$ cat src/rtl/tft_lcd_pkg.sv
// Shared types for the TFT LCD transmitter: controller state encoding and the
// RGB888 pixel type, plus the counter width helper used by both modules.
package tft_lcd_pkg;

  typedef enum logic [1:0] {
    ST_IDLE = 2'd0,
    ST_SYNC = 2'd1,
    ST_RUN  = 2'd2
  } tft_state_e;

  typedef logic [23:0] rgb888_t;

  localparam rgb888_t RGB_BLACK = 24'h000000;

  function automatic int cnt_width(input int total);
    return (total > 1) ? $clog2(total) : 1;
  endfunction

endpackage

$ cat src/rtl/tft_timing_cnt.sv
// Horizontal/vertical raster counters with region decode. Each line is ordered
// active, front porch, sync, back porch; the frame uses the same order in lines.
module tft_timing_cnt
  import tft_lcd_pkg::*;
#(
  parameter int H_ACTIVE = 800,
  parameter int H_FP     = 40,
  parameter int H_SYNC   = 48,
  parameter int H_BP     = 40,
  parameter int V_ACTIVE = 480,
  parameter int V_FP     = 13,
  parameter int V_SYNC   = 3,
  parameter int V_BP     = 29,
  localparam int H_TOTAL = H_ACTIVE + H_FP + H_SYNC + H_BP,
  localparam int V_TOTAL = V_ACTIVE + V_FP + V_SYNC + V_BP,
  localparam int HW      = cnt_width(H_TOTAL),
  localparam int VW      = cnt_width(V_TOTAL)
) (
  input  logic          clk_i,
  input  logic          rst_i,
  input  logic          run_i,
  output logic [HW-1:0] hcnt_o,
  output logic [VW-1:0] vcnt_o,
  output logic          active_o,
  output logic          hsync_o,
  output logic          vsync_o,
  output logic          frame_end_o
);

  localparam logic [HW-1:0] H_LAST   = HW'(H_TOTAL - 1);
  localparam logic [HW-1:0] H_ACT    = HW'(H_ACTIVE);
  localparam logic [HW-1:0] H_SYNC_S = HW'(H_ACTIVE + H_FP);
  localparam logic [HW-1:0] H_SYNC_E = HW'(H_ACTIVE + H_FP + H_SYNC);
  localparam logic [VW-1:0] V_LAST   = VW'(V_TOTAL - 1);
  localparam logic [VW-1:0] V_ACT    = VW'(V_ACTIVE);
  localparam logic [VW-1:0] V_SYNC_S = VW'(V_ACTIVE + V_FP);
  localparam logic [VW-1:0] V_SYNC_E = VW'(V_ACTIVE + V_FP + V_SYNC);

  logic [HW-1:0] hcnt_q, hcnt_d;
  logic [VW-1:0] vcnt_q, vcnt_d;
  logic          h_last_s;

  // Next count: held at zero while stopped, vcnt advances on hcnt wrap.
  always_comb begin
    h_last_s = (hcnt_q == H_LAST);
    hcnt_d   = hcnt_q;
    vcnt_d   = vcnt_q;
    if (!run_i) begin
      hcnt_d = '0;
      vcnt_d = '0;
    end else if (h_last_s) begin
      hcnt_d = '0;
      if (vcnt_q == V_LAST) begin
        vcnt_d = '0;
      end else begin
        vcnt_d = vcnt_q + VW'(1);
      end
    end else begin
      hcnt_d = hcnt_q + HW'(1);
    end
  end

  // Counter registers.
  always_ff @(posedge clk_i or posedge rst_i) begin
    if (rst_i) begin
      hcnt_q <= '0;
      vcnt_q <= '0;
    end else begin
      hcnt_q <= hcnt_d;
      vcnt_q <= vcnt_d;
    end
  end

  assign hcnt_o      = hcnt_q;
  assign vcnt_o      = vcnt_q;
  assign active_o    = (hcnt_q < H_ACT) && (vcnt_q < V_ACT);
  assign hsync_o     = (hcnt_q >= H_SYNC_S) && (hcnt_q < H_SYNC_E);
  assign vsync_o     = (vcnt_q >= V_SYNC_S) && (vcnt_q < V_SYNC_E);
  assign frame_end_o = h_last_s && (vcnt_q == V_LAST);

endmodule

$ cat src/rtl/tft_lcd_tx.sv
// RGB888 parallel TFT transmitter: converts a valid/ready pixel stream with
// start-of-frame marking into DE/HSYNC/VSYNC panel timing.
module tft_lcd_tx
  import tft_lcd_pkg::*;
#(
  parameter int H_ACTIVE = 800,
  parameter int H_FP     = 40,
  parameter int H_SYNC   = 48,
  parameter int H_BP     = 40,
  parameter int V_ACTIVE = 480,
  parameter int V_FP     = 13,
  parameter int V_SYNC   = 3,
  parameter int V_BP     = 29
) (
  input  logic        CLK,
  input  logic        RST,
  input  logic        EN,
  input  logic        PIX_VALID,
  output logic        PIX_READY,
  input  logic        PIX_SOF,
  input  logic [23:0] PIX_DATA,
  output logic        TFT_PCLK,
  output logic        TFT_DISP,
  output logic        TFT_HSYNC,
  output logic        TFT_VSYNC,
  output logic        TFT_DE,
  output logic [23:0] TFT_RGB,
  output logic        FRAME_DONE,
  output logic        UNDERFLOW,
  input  logic        UNDERFLOW_CLR
);

  localparam int H_TOTAL = H_ACTIVE + H_FP + H_SYNC + H_BP;
  localparam int V_TOTAL = V_ACTIVE + V_FP + V_SYNC + V_BP;
  localparam int HW      = cnt_width(H_TOTAL);
  localparam int VW      = cnt_width(V_TOTAL);
  localparam logic [HW-1:0] H_LAST_ACT = HW'(H_ACTIVE - 1);
  localparam logic [VW-1:0] V_LAST_ACT = VW'(V_ACTIVE - 1);

  tft_state_e    state_q, state_d;
  logic          sof_seen_q, sof_seen_d;
  logic          resync_q, resync_d;
  logic          disp_q, disp_d;
  logic          de_q, de_d;
  logic          hsync_q, hsync_d;
  logic          vsync_q, vsync_d;
  rgb888_t       rgb_q, rgb_d;
  logic          fd_q, fd_d;
  logic          uf_q, uf_d;

  logic [HW-1:0] hcnt_s;
  logic [VW-1:0] vcnt_s;
  logic          active_s, hsync_s, vsync_s, frame_end_s;
  logic          running_s, frame_start_s, last_active_s, run_active_s;
  logic          sof_early_s, uf_set_s, sof_seen_n_s, resync_n_s, pix_ready_s;

  tft_timing_cnt #(
    .H_ACTIVE(H_ACTIVE), .H_FP(H_FP), .H_SYNC(H_SYNC), .H_BP(H_BP),
    .V_ACTIVE(V_ACTIVE), .V_FP(V_FP), .V_SYNC(V_SYNC), .V_BP(V_BP)
  ) u_timing (
    .clk_i       (CLK),
    .rst_i       (RST),
    .run_i       (running_s),
    .hcnt_o      (hcnt_s),
    .vcnt_o      (vcnt_s),
    .active_o    (active_s),
    .hsync_o     (hsync_s),
    .vsync_o     (vsync_s),
    .frame_end_o (frame_end_s)
  );

  // Control decode, next state and next registered panel outputs.
  always_comb begin
    running_s     = (state_q != ST_IDLE);
    frame_start_s = (hcnt_s == '0) && (vcnt_s == '0);
    last_active_s = (hcnt_s == H_LAST_ACT) && (vcnt_s == V_LAST_ACT);
    run_active_s  = (state_q == ST_RUN) && active_s;
    // A SOF anywhere but the first pixel means the source and raster disagree.
    sof_early_s   = run_active_s && PIX_VALID && PIX_SOF && !frame_start_s;
    uf_set_s      = (run_active_s && !PIX_VALID) || sof_early_s;
    sof_seen_n_s  = sof_seen_q || (PIX_VALID && PIX_SOF);
    resync_n_s    = resync_q || sof_early_s;
    pix_ready_s   = 1'b0;
    state_d       = state_q;

    case (state_q)
      ST_IDLE: begin
        if (EN) state_d = ST_SYNC;
        else    state_d = ST_IDLE;
      end
      ST_SYNC: begin
        // The SOF pixel is left waiting on the bus so it becomes pixel 0.
        pix_ready_s = !sof_seen_q && !(PIX_VALID && PIX_SOF);
        if (frame_end_s) begin
          if (!EN)               state_d = ST_IDLE;
          else if (sof_seen_n_s) state_d = ST_RUN;
          else                   state_d = ST_SYNC;
        end else begin
          state_d = ST_SYNC;
        end
      end
      ST_RUN: begin
        pix_ready_s = active_s;
        if (frame_end_s) begin
          if (!EN)             state_d = ST_IDLE;
          else if (resync_n_s) state_d = ST_SYNC;
          else                 state_d = ST_RUN;
        end else begin
          state_d = ST_RUN;
        end
      end
      default: begin
        state_d = ST_IDLE;
      end
    endcase

    if ((state_q == ST_SYNC) && (state_d == ST_SYNC)) sof_seen_d = sof_seen_n_s;
    else                                              sof_seen_d = 1'b0;
    if ((state_q == ST_RUN) && (state_d == ST_RUN)) resync_d = resync_n_s;
    else                                            resync_d = 1'b0;

    disp_d  = running_s;
    de_d    = run_active_s;
    hsync_d = !(running_s && hsync_s);
    vsync_d = !(running_s && vsync_s);
    fd_d    = (state_q == ST_RUN) && last_active_s;
    if (run_active_s && PIX_VALID) rgb_d = PIX_DATA;
    else                           rgb_d = RGB_BLACK;
    if (uf_set_s)           uf_d = 1'b1;
    else if (UNDERFLOW_CLR) uf_d = 1'b0;
    else                    uf_d = uf_q;
  end

  // FSM state and registered panel/status outputs.
  always_ff @(posedge CLK or posedge RST) begin
    if (RST) begin
      state_q    <= ST_IDLE;
      sof_seen_q <= 1'b0;
      resync_q   <= 1'b0;
      disp_q     <= 1'b0;
      de_q       <= 1'b0;
      hsync_q    <= 1'b1;
      vsync_q    <= 1'b1;
      rgb_q      <= RGB_BLACK;
      fd_q       <= 1'b0;
      uf_q       <= 1'b0;
    end else begin
      state_q    <= state_d;
      sof_seen_q <= sof_seen_d;
      resync_q   <= resync_d;
      disp_q     <= disp_d;
      de_q       <= de_d;
      hsync_q    <= hsync_d;
      vsync_q    <= vsync_d;
      rgb_q      <= rgb_d;
      fd_q       <= fd_d;
      uf_q       <= uf_d;
    end
  end

  assign TFT_PCLK   = CLK;
  assign PIX_READY  = pix_ready_s;
  assign TFT_DISP   = disp_q;
  assign TFT_DE     = de_q;
  assign TFT_HSYNC  = hsync_q;
  assign TFT_VSYNC  = vsync_q;
  assign TFT_RGB    = rgb_q;
  assign FRAME_DONE = fd_q;
  assign UNDERFLOW  = uf_q;

endmodule

$ cat config.mk
export PLATFORM = sky130hd
export DESIGN_NAME = tft_lcd_tx
export DESIGN_NICKNAME = d
export VERILOG_FILES = /design/src/rtl/tft_lcd_pkg.sv /design/src/rtl/tft_timing_cnt.sv /design/src/rtl/tft_lcd_tx.sv
export SDC_FILE = /design/constraint.sdc
export NUM_CORES = 1
export LEC_CHECK = 0
export CORE_ASPECT_RATIO = 0.75
export CORE_MARGIN = 2
export CORE_UTILIZATION = 45
export DETAILED_ROUTE_END_ITERATION = 10
export MAX_ROUTING_LAYER = met4
export PLACE_DENSITY = 0.83
export REMOVE_ABC_BUFFERS = 1
export SYNTH_ARGS = -nofsm -noshare
export SYNTH_HDL_FRONTEND = slang
export SYNTH_SLANG_ARGS = --single-unit
$ cat constraint.sdc
create_clock -name CLK -period 4.1 [get_ports CLK]
set_input_delay 0.82 -clock CLK [delete_from_list [all_inputs] [get_ports CLK]]
set_output_delay 0.82 -clock CLK [all_outputs]
set_load 0.02 [all_outputs]
## Word-level counts from Yosys, hierarchy flattened

Index checks and enable logic that the tools add are counted.

| storage, ports and cells | value |
|---|---|
| register bits | 54 |
| bits of input ports | 30 |

| operators by class | value |
|---|---|
| $add $sub $neg | 2 |
| $lt $le $gt $ge | 6 |
| equality and inequality tests | 9 |
| mux-type cells | 19 |
| reductions and logical operators | 32 |

Operator list:

| operator | count |
|---|---|
| $mux 10 | 5 |
| $eq 10x10->1 const B | 3 |
| $mux 24 | 1 |
| $add 10x1->10 const B | 2 |
| $logic_not 10->1 | 2 |
| $lt 10x10->1 const B | 2 |
| $lt 10x9->1 const B | 2 |
| $logic_and 1x1->1 | 18 |
| $mux 2 | 6 |
| $eq 10x9->1 const B | 1 |
| $ge 10x10->1 const B | 1 |
| $ge 10x9->1 const B | 1 |
| $logic_not 1->1 | 6 |
| $pmux 2 s3 | 1 |
| $mux 1 | 5 |
| $eq 2x1->1 const B | 2 |
| $eq 2x2->1 const B | 2 |
| $reduce_bool 2->1 | 2 |
| $logic_or 1x1->1 | 3 |
| $logic_not 2->1 | 1 |
| $ne 2x1->1 const B | 1 |
| $pmux 1 s2 | 1 |

## Logic depth before layout (Yosys ltp)

Gate-level depths: netlist of run 1.

| logic depth | value |
|---|---|
| depth in word-level cells | 14 |
| gate-level depth with buffers | 8 |

## By module

Synthesis of run 1 repeated with hierarchy kept, for this count alone.

| unflattened totals | value |
|---|---|
| cell total of the unflattened synthesis | 239 |
| area, all modules | 2,555.0 µm² |

By module, submodules not included:

| module | times used | cells an instance | area an instance (µm²) | seq. area each (µm²) |
|---|---|---|---|---|
| tft_lcd_tx | 1 | 115 | 1,372.6 | 853.3 |
| tft_timing_cnt | 1 | 124 | 1,182.4 | 500.5 |

==> results.yml, run 1 <==
setup_path:
  cp.required_ns: 3.28
  critPathLaunchType: "clock port"
  critical_path_arrival_ns: 2.83
  crit_path_end: "TFT_PCLK"
  cp-startpoint: "CLK"
  crit_fanout: 2
  timing.rr.end: "UNDERFLOW"
  rrSetupSlack_ns: 2.13
  r2r-start: "state_q[0]"
  crit_type: "clock port to primary output"
  reg2reg_depth: 7
  end_kind: "primary output"
synthesis:
  synthFlopType: "dfrtp_1"
  synth_cells: 238
  synth_area_per_cell_um2: 10.8
  yosysWarningCount: 0
  async_reset_ff_share_pct: 100
  yosysSeqAreaShare_pct: 52.5
  netlist_area_um2: 2580
  synth_cell_types: 51
  yosys_register_bits: 54
  synth_edf_count: 0
global_routing:
  grt_first_pass_wirelength_um: 10200
  antenna_found_initial: 0
  grt_max_degree: 55
  grtUsageTotal_pct: 20.6
  grt_overflow: 0
  first_global_vias: 2100
pwr:
  ir_worst_vdd_mv: 0.247
  power_leakage_uw: 0.00157
  power_density_nw_per_um2: 386
  power_uw: 1310
floorplan:
  dieWidth_um: 91.4
  io_pins: 62
  rows: 23
  core_area_um2: 5440
  die_h_um: 69.5
  dieArea_um2: 6350
  start_util_pct: 47.4
finish:
  drive_above_1_share_pct: 9.27
  final_nets: 342
  fin_cells: 377
  n_antenna_cell: 0
  area_growth_pct: 31.6
timing:
  tns_ns: 0
  fin_skew_ns: 0.00334
  setup_viol: 0
  slew_viol_final: 0
  tightest_slew_ns: 1.09
  max_slew_margin_pct: 27.5
  rsz0062_at_grt: "false"
  finalHoldViolCount: 0
placement:
  dpl.hpwl_um: 4250
  dp_cells: 367
  io_buffer_count: 61
  routabilityCongestion: 0.903
worst_hold_path:
  hold_path_depth: 1
  hold_class: "flip-flop to flip-flop"
clocking:
  cts_setup_buffers: 0
  cts_tree: "yes"
  clock_latency_ns: 0.40
  cts_resized: 0
  cts_hold_buf: 0
  clk_pin_slew_ns: 0.09
detailed_routing:
  viasPerCell: 5.52
  drt_iter0_drc: 126
  highest_layer: "met4"
  drtAntennaViolNets: 0
  vias: 2082
  wl_met1_um: 2700
  wirelength_um: 6130
  dr.pass1.iters: 4
  wl_met2_um: 2980
  met3_length_um: 322
  wl_per_cell_um: 16.3
  drc_errors: 0
flow_run:
  drv_cap: 0
outcome:
  status: "completed"
==> synth_stat cells, types with 3 or more instances <==
| cell type | number | area [µm²] |
|---|---|---|
| nor3_1 | 6 | 30.0 |
| inv_1 | 12 | 45.0 |
| dfrtp_1 | 52 | 1300 |
| nand3_1 | 12 | 60.1 |
| a31oi_1 | 12 | 75.1 |
| nor2b_1 | 3 | 18.8 |
| clkbuf_1 | 3 | 11.3 |
| nand4_1 | 6 | 37.5 |
| o211ai_1 | 3 | 22.5 |
| o21ai_0 | 4 | 20.0 |
| nor2_1 | 18 | 67.6 |
| and3_1 | 27 | 169 |
| nand2_1 | 15 | 56.3 |
| xnor2_1 | 6 | 52.6 |
| ha_1 | 10 | 125 |
==> through the flow <==
step	util, %	setup slack [ns]	cell area [µm²]	hold WS, ns
6_report	62.3	0.454	3390	0.491
4_1_cts	62.3	0.434	3390	0.495
3_5_place_dp	59.5	0.722	3240	0.482
2_1_floorplan	-	1.23	2520	0.455
3_3_place_gp	59.5	0.722	3240	0.473
5_1_grt	62.3	0.439	3390	0.517
==> placed cells by master (no fill, tap or decap), types with 9 or more instances in the layout <==
cell             netlist  final
clkdlybuf4s50_1        0     61
dfrtp_1               52     52
and3_1                27     27
nor2_1                18     18
nand2_1               15     15
nand3_1               12     12
a31oi_1               12     12
inv_1                 12     11
ha_1                  10     10
clkbuf_8               0      9
==> critical path, stage by stage <==
cell	delay [ns]
clkbuf_8	0.11
clkbuf_8	0.12
clkdlybuf4s50_1	0.54
==> cell families (layout without fill, tap and decap cells) <==
family	count (synthesis)	count (layout)	share of synthesized area (%)
and+or+nand+nor	110	110	25.6
DFF	54	54	52.5
AOI/OAI and AO/OA	36	36	10.5
buffers and inverters	20	84	3.74
adders and majority gates	10	10	4.86
xor gates and xnor gates	8	8	2.72
==> where the power goes <==
group | internal, µW | switching (µW)
sequential | 570 | 62.6
clock | 274 | 196
combinational | 98.5 | 107
==> area by class of cell <==
| type | count | area, µm² |
|---|---|---|
| Clock inverter | 1 | 30.0 |
| Inverter | 12 | 45.0 |
| Fill cell | 430 | 2050 |
| Timing Repair Buffer | 61 | 608 |
| Clock buffer | 10 | 134 |
| Tap cell | 75 | 93.8 |
| Multi-Input combinational cell | 164 | 1130 |
| Sequential cell | 54 | 1350 |
==> flip-flops by register name (all words and copies together) (netlist names) <==
signal,flops
UNDERFLOW,1
TFT_HSYNC,1
u_timing.hcnt_o,10
sof_seen_q,1
resync_q,1
u_timing.vcnt_o,10
TFT_DISP,1
state_q,2
TFT_RGB,24
TFT_VSYNC,1
FRAME_DONE,1
TFT_DE,1
==> metal layers <==
layer / vias to the layer above / track usage, %
met1: 1015 / 27.5
met3: 15 / 4.35
met5: - / -
li1: 979 / -
met2: 73 / 30.9
met4: 0 / 8.42
==> how the worst min path moves through the flow <==
stage / start / end / slack (ns)
6_report: u_timing.hcnt_o[0] / u_timing.hcnt_o[0] / 0.49
2_1_floorplan: u_timing.hcnt_o[0] / u_timing.hcnt_o[0] / 0.45
3_3_place_gp: u_timing.hcnt_o[0] / u_timing.hcnt_o[0] / 0.47
5_1_grt: u_timing.hcnt_o[0] / u_timing.hcnt_o[0] / 0.52
4_1_cts: u_timing.hcnt_o[0] / u_timing.hcnt_o[0] / 0.50
3_5_place_dp: u_timing.hcnt_o[0] / u_timing.hcnt_o[0] / 0.48
Note: power is estimated with default switching activity, not from simulation.
==> run 2: changes to the inputs <==
SYNTH_HIERARCHICAL = 1   (was unset)
==> run 2 against run 1 <==
Flip-flop and latch count stayed put; highest routed layer unchanged; clock skew grew 0.0044 ns; die area fell by 0.79%.
==> results.yml, run 2 <==
global_routing:
  first_global_vias: 1967
  grt_max_degree: 35
  grtUsageTotal_pct: 20.6
  grt_first_pass_wirelength_um: 9870
  grt_overflow: 0
  antenna_found_initial: 0
finish:
  largest_register_ffs: 24
  final_nets: 342
  drive_above_1_share_pct: 7.24
  final_common_cell: "clkdlybuf4s50_1"
  post-route-util_pct: 62.4
  regArea_um2: 1350
  n_fill_cell: 444
  final_cell_mix: "clkdlybuf4s50_1 (61), dfrtp_1 (52), and2_1 (25)"
  area_growth_pct: 32.1
  multi_input_area_um2: 1100
  n_antenna_cell: 0
setup_path:
  crit_path_end: "TFT_PCLK"
  critPathSlowestCell: "clkdlybuf4s50_1"
  critical_path_arrival_ns: 2.81
  end_kind: "primary output"
  critPathLaunchType: "clock port"
  crit_chain: "clkbuf_8 -> clkbuf_8 -> clkdlybuf4s50_1"
  timing.rr.end: "state_q[0]"
  cp_common_cell: "clkbuf_8"
  r2r-start: "u_timing/hcnt_o[6]"
  critPathMaxStageDelay_ns: 0.53
  crit_family: "buffers and inverters"
  cp-startpoint: "CLK"
  crit_type: "clock port to primary output"
  reg2reg_depth: 5
  cp_num_cells: 3
  cp.required_ns: 3.28
  crit_fanout: 2
  path_buf_inv: 3
  rrSetupSlack_ns: 1.65
synthesis:
  netlist_area_um2: 2550
  yosysMostFrequentCell: "dfrtp_1"
  yosysSeqAreaShare_pct: 53.0
  synthTopCellsByCount: "dfrtp_1 (52), and2_1 (25), inv_1 (15), nand2_1 (15), nor2_1 (14)"
  synth_area_per_cell_um2: 10.7
  synth_edf_count: 0
  synth_cell_types: 48
  yosys_register_bits: 54
  yosysTopAreaCellShare_pct: 50.9
  yosysTopAreaCell: "dfrtp_1"
  synthFlopType: "dfrtp_1"
  synth_cells: 239
  yosysWarningCount: 6
  async_reset_ff_share_pct: 100
  synth_area_leaders: "dfrtp_1 (51%), and2_1 (6.1%), ha_1 (4.4%)"
floorplan:
  die_h_um: 69.3
  dieArea_um2: 6300
  start_util_pct: 47.2
  dieWidth_um: 91.0
  rows: 23
  io_pins: 62
  core_area_um2: 5410
detailed_routing:
  vias: 2055
  wl_per_cell_um: 15.8
  viasPerCell: 5.42
  dr.pass1.iters: 5
  drt_iter0_drc: 137
  drtAntennaViolNets: 0
  wirelength_um: 6000
  drc_errors: 0
pwr:
  power_density_nw_per_um2: 383
  ir_worst_vdd_mv: 0.193
  power_uw: 1290
  power_leakage_uw: 0.00148
clocking:
  cts_resized: 0
  clk_pin_slew_ns: 0.10
  cts_hold_buf: 0
  cts_tree: "yes"
  clock_latency_ns: 0.41
  cts_setup_buffers: 0
outcome:
  status: "completed"
timing:
  tightest_slew_ns: 0.774
  tns_ns: 0
  slew_viol_final: 0
  setup_viol: 0
  setup_ws_ns: 0.474
  fin_skew_ns: 0.00772
  finalHoldViolCount: 0
  max_slew_margin_pct: 48.4
  rsz0062_at_grt: "false"
worst_hold_path:
  hold_class: "flip-flop to flip-flop"
placement:
  dpl.hpwl_um: 4440
  routabilityCongestion: 0.887
  pre_cts_slack_ns: 0.722
  io_buffer_count: 61
flow_run:
  drv_cap: 0
==> run 2: worst min-delay path by stage <==
stage	slack, ns	from	cells after the start	end
finish	0.57	u_timing/vcnt_o[9]	1	u_timing/vcnt_o[9]
global route	0.60	u_timing/vcnt_o[9]	1	u_timing/vcnt_o[9]
CTS	0.57	u_timing/vcnt_o[9]	1	u_timing/vcnt_o[9]
detailed placement	0.55	u_timing/vcnt_o[9]	1	u_timing/vcnt_o[9]
global placement	0.55	u_timing/hcnt_o[0]	1	u_timing/hcnt_o[0]
floorplan	0.51	u_timing/vcnt_o[9]	1	u_timing/vcnt_o[9]
==> run 2: final cells by class <==
cell class	instances	area share [%]
Sequential cell	54	40.1
Multi-Input combinational cell	162	32.6
Timing Repair Buffer	61	18.0
Clock buffer	10	3.67
Tap cell	75	2.78
Inverter	15	1.67
Clock inverter	2	1.11
==> run 2: per-layer routing <==
metal | track usage [%] | wire length, µm
met3 | 4.67 | 384
met4 | 7.07 | 112
met5 | - | 0
met1 | 29.2 | 2760
met2 | 29.2 | 2740
==> run 2: metrics by stage <==
stage,cells,hold WS (ns),cell area [µm²]
floorplan,231,0.508,2510
detailed placement,368,0.554,3220
global route,379,0.598,3370
finish,379,0.572,3370
CTS,379,0.568,3370
global placement,368,0.552,3220
==> run 2: cells by family after synthesis <==
| kind of cell | count (synthesis) | share of synthesized area, % |
|---|---|---|
| AO/OA/AOI/OAI | 36 | 10.5 |
| multiplexers | 1 | 0.392 |
| buffers and inverters | 23 | 3.92 |
| adder cells (fa/ha/maj) | 9 | 4.41 |
| AND/OR/NAND/NOR | 107 | 24.7 |
| flip-flops | 54 | 53.0 |
| XOR/XNOR | 9 | 3.08 |
==> run 2: power breakdown <==
part	total (µW)	internal (µW)	switching (µW)
Clock	464	261	203
Combinational	179	95.9	83.5
Sequential	649	571	77.9
